### config.mk
export PLATFORM = sky130hd
export DESIGN_NAME = dphy_sync_aligner_flat
export DESIGN_NICKNAME = d
export VERILOG_FILES = /design/src/rtl/dphy_sync_aligner_if.sv /design/src/rtl/dphy_sync_aligner.sv /design/src/flat_wrapper.sv
export SDC_FILE = /design/constraint.sdc
export NUM_CORES = 1
export LEC_CHECK = 0
export BUFFER_PORTS_ARGS = -buffer_cell sky130_fd_sc_hd__buf_2
export CORE_MARGIN = 5
export CORE_UTILIZATION = 54
export CTS_BUF_LIST = sky130_fd_sc_hd__clkbuf_8
export DETAILED_ROUTE_END_ITERATION = 10
export HOLD_SLACK_MARGIN = 0.1
export PLACE_DENSITY_LB_ADDON = 0.15
export SLEW_MARGIN = 20
export SYNTH_ARGS = -nofsm -noshare
export SYNTH_HDL_FRONTEND = slang
export SYNTH_SLANG_ARGS = --single-unit
### constraint.sdc
create_clock -name dphy_clk -period 2.67 [get_ports dphy_clk]
set_clock_uncertainty 0.1 [all_clocks]
set_input_delay 0.534 -clock dphy_clk [delete_from_list [all_inputs] [get_ports dphy_clk]]
set_output_delay 0.534 -clock dphy_clk [all_outputs]
set_load 0.05 [all_outputs]
### src/rtl/dphy_sync_aligner_if.sv
// Lane-side bundle of the D-PHY HS sync aligner.
// master drives the lane samples, slave is the aligner.
interface dphy_sync_aligner_if;
  logic       hs_enable;
  logic [1:0] din;
  logic [7:0] byte_out;
  logic       byte_valid;
  logic       sync_found;
  logic       locked;
  logic       bit_offset;
  logic       sync_err;

  modport master (
    output hs_enable,
    output din,
    input  byte_out,
    input  byte_valid,
    input  sync_found,
    input  locked,
    input  bit_offset,
    input  sync_err
  );

  modport slave (
    input  hs_enable,
    input  din,
    output byte_out,
    output byte_valid,
    output sync_found,
    output locked,
    output bit_offset,
    output sync_err
  );
endinterface

### src/rtl/dphy_sync_aligner.sv
// Per-lane HS sync hunter and byte aligner, dphy_clk domain.
// Takes 2 bits per clock (din[0] first) and emits bytes every 4 clocks.
module dphy_sync_aligner #(
  parameter logic [7:0] SYNC_BYTE    = 8'hB8,
  parameter int         LEADER_ZEROS = 2,
  parameter int         HUNT_TIMEOUT = 1024
) (
  input logic                dphy_clk,
  input logic                areset,
  dphy_sync_aligner_if.slave lane
);

  localparam int CW = $clog2(HUNT_TIMEOUT + 1);
  localparam int LM = (1 << LEADER_ZEROS) - 1;
  localparam logic [15:0] LMASK0 = 16'(LM << (8 - LEADER_ZEROS));
  localparam logic [15:0] LMASK1 = LMASK0 >> 1;
  localparam logic [CW-1:0] CNT_LAST = CW'(HUNT_TIMEOUT - 1);
  localparam logic [CW-1:0] CNT_MAX  = CW'(HUNT_TIMEOUT);

  typedef enum logic [1:0] {
    IDLE,
    HUNT,
    LOCKED,
    FAIL
  } state_t;

  state_t        state_q, state_d;
  logic [15:0]   hist_q, hist_d;
  logic [CW-1:0] cnt_q, cnt_d;
  logic [1:0]    phase_q, phase_d;
  logic          off_q, off_d;
  logic [7:0]    byte_q, byte_d;
  logic          bv_q, bv_d;
  logic          sf_q, sf_d;
  logic          se_q, se_d;

  logic       match0;
  logic       match1;
  logic       timeout;
  logic       run_q;
  logic       run_d;
  logic [7:0] win;

  assign match0 = (hist_q[15:8] == SYNC_BYTE)
               && ((hist_q & LMASK0) == 16'h0);
  assign match1 = (hist_q[14:7] == SYNC_BYTE)
               && ((hist_q & LMASK1) == 16'h0);
  assign timeout = (cnt_q == CNT_LAST);
  assign win = off_q ? hist_q[14:7] : hist_q[15:8];

  // Next state, counters and registered output values.
  always_comb begin
    state_d = state_q;
    cnt_d   = '0;
    phase_d = '0;
    off_d   = off_q;
    byte_d  = byte_q;
    bv_d    = 1'b0;
    sf_d    = 1'b0;
    se_d    = 1'b0;
    unique case (state_q)
      IDLE: begin
        if (lane.hs_enable) state_d = HUNT;
      end
      HUNT: begin
        cnt_d = (cnt_q == CNT_MAX) ? cnt_q
              : cnt_q + CW'(1);
        if (!lane.hs_enable) begin
          state_d = IDLE;
        end else if (match0 || match1) begin
          state_d = LOCKED;
          off_d   = !match0;
          sf_d    = 1'b1;
        end else if (timeout) begin
          state_d = FAIL;
          se_d    = 1'b1;
        end
      end
      LOCKED: begin
        if (!lane.hs_enable) begin
          state_d = IDLE;
        end else begin
          phase_d = phase_q + 2'd1;
          if (phase_q == 2'd3) begin
            bv_d   = 1'b1;
            byte_d = win;
          end
        end
      end
      FAIL: begin
        if (!lane.hs_enable) state_d = IDLE;
      end
    endcase
    if (state_d != LOCKED) begin
      off_d  = 1'b0;
      byte_d = '0;
    end
  end

  // History only runs while staying in HUNT/LOCKED; otherwise it is zero.
  always_comb begin
    run_q  = (state_q == HUNT) || (state_q == LOCKED);
    run_d  = (state_d == HUNT) || (state_d == LOCKED);
    hist_d = '0;
    if (run_q && run_d) hist_d = {lane.din, hist_q[15:2]};
  end

  // State and output registers with asynchronous reset.
  always_ff @(posedge dphy_clk or posedge areset) begin
    if (areset) begin
      state_q <= IDLE;
      hist_q  <= '0;
      cnt_q   <= '0;
      phase_q <= '0;
      off_q   <= 1'b0;
      byte_q  <= '0;
      bv_q    <= 1'b0;
      sf_q    <= 1'b0;
      se_q    <= 1'b0;
    end else begin
      state_q <= state_d;
      hist_q  <= hist_d;
      cnt_q   <= cnt_d;
      phase_q <= phase_d;
      off_q   <= off_d;
      byte_q  <= byte_d;
      bv_q    <= bv_d;
      sf_q    <= sf_d;
      se_q    <= se_d;
    end
  end

  assign lane.byte_out   = byte_q;
  assign lane.byte_valid = bv_q;
  assign lane.sync_found = sf_q;
  assign lane.locked     = (state_q == LOCKED);
  assign lane.bit_offset = off_q;
  assign lane.sync_err   = se_q;

endmodule
### src/flat_wrapper.sv
// flat-port wrapper written by rule: the top's interface ports become plain ports
module dphy_sync_aligner_flat 
#(
  parameter logic [7:0] SYNC_BYTE    = 8'hB8,
  parameter int         LEADER_ZEROS = 2,
  parameter int         HUNT_TIMEOUT = 1024
)
  (dphy_clk, areset, lane_hs_enable, lane_din, lane_byte_out, lane_byte_valid, lane_sync_found, lane_locked, lane_bit_offset, lane_sync_err);
  dphy_sync_aligner_if lane_i ();
  input logic dphy_clk;
  input logic areset;
  input wire logic [$bits(lane_i.hs_enable)-1:0] lane_hs_enable;
  input wire logic [$bits(lane_i.din)-1:0] lane_din;
  output wire logic [$bits(lane_i.byte_out)-1:0] lane_byte_out;
  output wire logic [$bits(lane_i.byte_valid)-1:0] lane_byte_valid;
  output wire logic [$bits(lane_i.sync_found)-1:0] lane_sync_found;
  output wire logic [$bits(lane_i.locked)-1:0] lane_locked;
  output wire logic [$bits(lane_i.bit_offset)-1:0] lane_bit_offset;
  output wire logic [$bits(lane_i.sync_err)-1:0] lane_sync_err;
  assign lane_i.hs_enable = lane_hs_enable;
  assign lane_i.din = lane_din;
  assign lane_byte_out = lane_i.byte_out;
  assign lane_byte_valid = lane_i.byte_valid;
  assign lane_sync_found = lane_i.sync_found;
  assign lane_locked = lane_i.locked;
  assign lane_bit_offset = lane_i.bit_offset;
  assign lane_sync_err = lane_i.sync_err;
  dphy_sync_aligner #(.SYNC_BYTE(SYNC_BYTE), .LEADER_ZEROS(LEADER_ZEROS), .HUNT_TIMEOUT(HUNT_TIMEOUT)) u_core (.dphy_clk(dphy_clk), .areset(areset), .lane(lane_i));
endmodule
==> metrics.csv <==
metric,value,unit
maxSlewViolCount,0,
drv_cap,0,
hold_buffers,0,
dp.cells,223,
avgViaCountPerCell,5.14,
port_buffers,17,
grt_pass1_vias,1198,
endpoint_kind,flip-flop,
ys_seq_elements,38,
startpoint,u_core.state_q[0],
cts.path.max_buffers,2,
coreArea,3280,µm²
clock-sinks,38,
ant_nets,0,
setup.worst_path.class,reg2reg,
num_vias,1183,
grt_start_max_net_pins,39,
seq_area_frac_synth,52.5,%
drtIter0Drc,52,
synthArstFlopShare,100,%
drive_above_1_share,17.4,%
r2r_end,u_core.hist_q[10],
tightestPinTransition,0.518,ns
antenna_cells,0,
reg2regPathDepth,10,
finalSetupTns,0,ns
syn_area_per_cell,11.1,µm²
finalWirelength,3020,µm
reg2reg_setup_slack,0.24,ns
grt-ovfl-total,0,
rsz0062_at_grt,false,
gp_congestion,0.820,
crit_path_end,u_core.hist_q[10],
final_hold_viol_count,0,
wl_per_cell,13.1,µm
ctsResizeCount,0,
cts_made_buffers,5,
cts_max_level,2,
io_pins,18,
dieArea,4610,µm²
grt_pass1_wl,5300,µm
whs,0.247,ns
final_nets,197,
post-cts-setup-buffers,0,
num_rows,21,
clkLatencyLatePin,0.28,ns
root_buffer,clkbuf_8,
synthCells,163,
cp_max_fo,11,
final_cells,230,
synth_cell_types,37,
synth_top_flop_cell,dfrtp_1,
start_util,55.1,%
slew_headroom,65.5,%
fp.dieH,67.9,µm
cts.reportedPaths.clkPinSlew,0.07,ns
r2r-start,u_core.state_q[0],
ir_drop,0.358,mV
n_fill_cell,277,
cts_tree,done,
finalSetupViolations,0,
p_leak,1.13,nW
cp-start-kind,flip-flop,
status,finished clean,
powerDensity,645,nW/µm²
syn-cell-area,1810,µm²
hpwl,2190,µm
min_period,2.43,ns
syn_to_final_growth,11.9,%
min_path_type,in2async,
arrival,2.55,ns
fin_area,2030,µm²
drtPass1Iterations,4,
synth-edff-count,0,
die_w,67.9,µm
fmax,0.412,GHz
yosys_warnings,0,
worstPathRequired,2.79,ns
track_usage,15.6,%
p_total,1.31,mW
place_area,1950,µm²
syn_nets,176,
drc,0,
antenna_found_initial,0,
finalCritPeriodShare,90.9,%
routing by layer:
layer	share of wire [%]	global-route usage (%)
met5	0	0
met2	46	24.3
met4	2.0	7.44
met1	48	19.7
met3	3.9	5.09
cell families after synthesis:
logic type / count (synthesis) / share of synthesized area [%]
multiplexers: 9 / 4.98
AND/OR/NAND/NOR: 63 / 20.0
AO/OA/AOI/OAI: 22 / 9.74
XOR/XNOR: 8 / 3.87
flip-flops: 38 / 52.5
buffers and inverters: 15 / 3.32
adder cells (fa/ha/maj): 8 / 5.53
placed cells by master (no fill, tap or decap), types with 4 or more instances in the layout:
cell type	instances
ha_1	8
nand2_1	14
o21ai_0	4
dfrtp_1	38
buf_2	17
inv_1	11
nor2_1	14
o211a_1	8
mux2i_1	9
and2_1	11
clkbuf_8	5
xor2_1	7
registers in the layout, summed over array words and instances (netlist names):
register,count
u_core.cnt_q,11
u_core.hist_q,11
u_core.lane.bit_offset,1
u_core.lane.byte_out,8
u_core.lane.byte_valid,1
u_core.lane.sync_err,1
u_core.lane.sync_found,1
u_core.phase_q,2
u_core.state_q,2
power by group:
part	leakage (nW)	internal (mW)	total, mW	switching [mW]
Sequential	0.524	0.623	0.681	0.0573
Combinational	0.560	0.124	0.275	0.152
Clock	0.0466	0.172	0.351	0.179
Total	1.13	0.919	1.31	0.388
synthesized netlist by cell type, types with 2 or more instances:
cell       count  area [µm²]
a21oi_1        3        15.0
o21ai_0        4        20.0
nand4bb_1      3        33.8
nand4_1        2        12.5
buf_2          3        15.0
clkbuf_1       2        7.51
nand3_1        3        15.0
and3_1         3        18.8
and2_1        11        68.8
inv_1          9        33.8
mux2i_1        9        90.1
dfrtp_1       38         951
o211a_1        8        80.1
nand2_1       14        52.6
xor2_1         7        61.3
ha_1           8         100
and4_4         3        33.8
nor2_1        14        52.6
stage by stage:
| stage | util (%) | setup slack, ns |
|---|---|---|
| floorplan | - | 0.0943 |
| global route | 61.7 | 0.0527 |
| finish | 61.7 | 0.242 |
| detailed placement | 59.4 | 0.287 |
| global placement | 59.4 | 0.339 |
| CTS | 61.7 | 0.240 |
worst min-delay path by stage:
| stage | from | endpoint | cells past startpoint |
|---|---|---|---|
| 3_5_place_dp | u_core.phase_q[0] | u_core.phase_q[0] | 1 |
| 5_1_grt | areset | u_core.cnt_q[2] | 3 |
| 2_1_floorplan | u_core.phase_q[0] | u_core.phase_q[0] | 1 |
| 3_3_place_gp | u_core.phase_q[0] | u_core.phase_q[0] | 1 |
| 4_1_cts | areset | u_core.cnt_q[2] | 3 |
| 6_report | areset | u_core.hist_q[7] | 3 |
final cells by class:
class	count	area, µm²	area share [%]
well taps	46	57.6	2.84
clock buffers	5	68.8	3.40
clock inverters	2	7.51	0.371
flip-flops and latches	38	951	46.9
repair buffers	20	108	5.31
inverters	9	33.8	1.67
multi-input cells	110	800	39.5
worst max-delay path, stage by stage, from the launching register on:
cell	delay [ns]
dfrtp_1	0.44
inv_1	0.11
ha_1	0.25
o21ai_0	0.12
a211oi_1	0.31
a21oi_1	0.07
o21ai_0	0.29
ha_1	0.29
nor2b_1	0.11
buf_4	0.15
and2_1	0.14
Power figures use the tool's default switching activity.
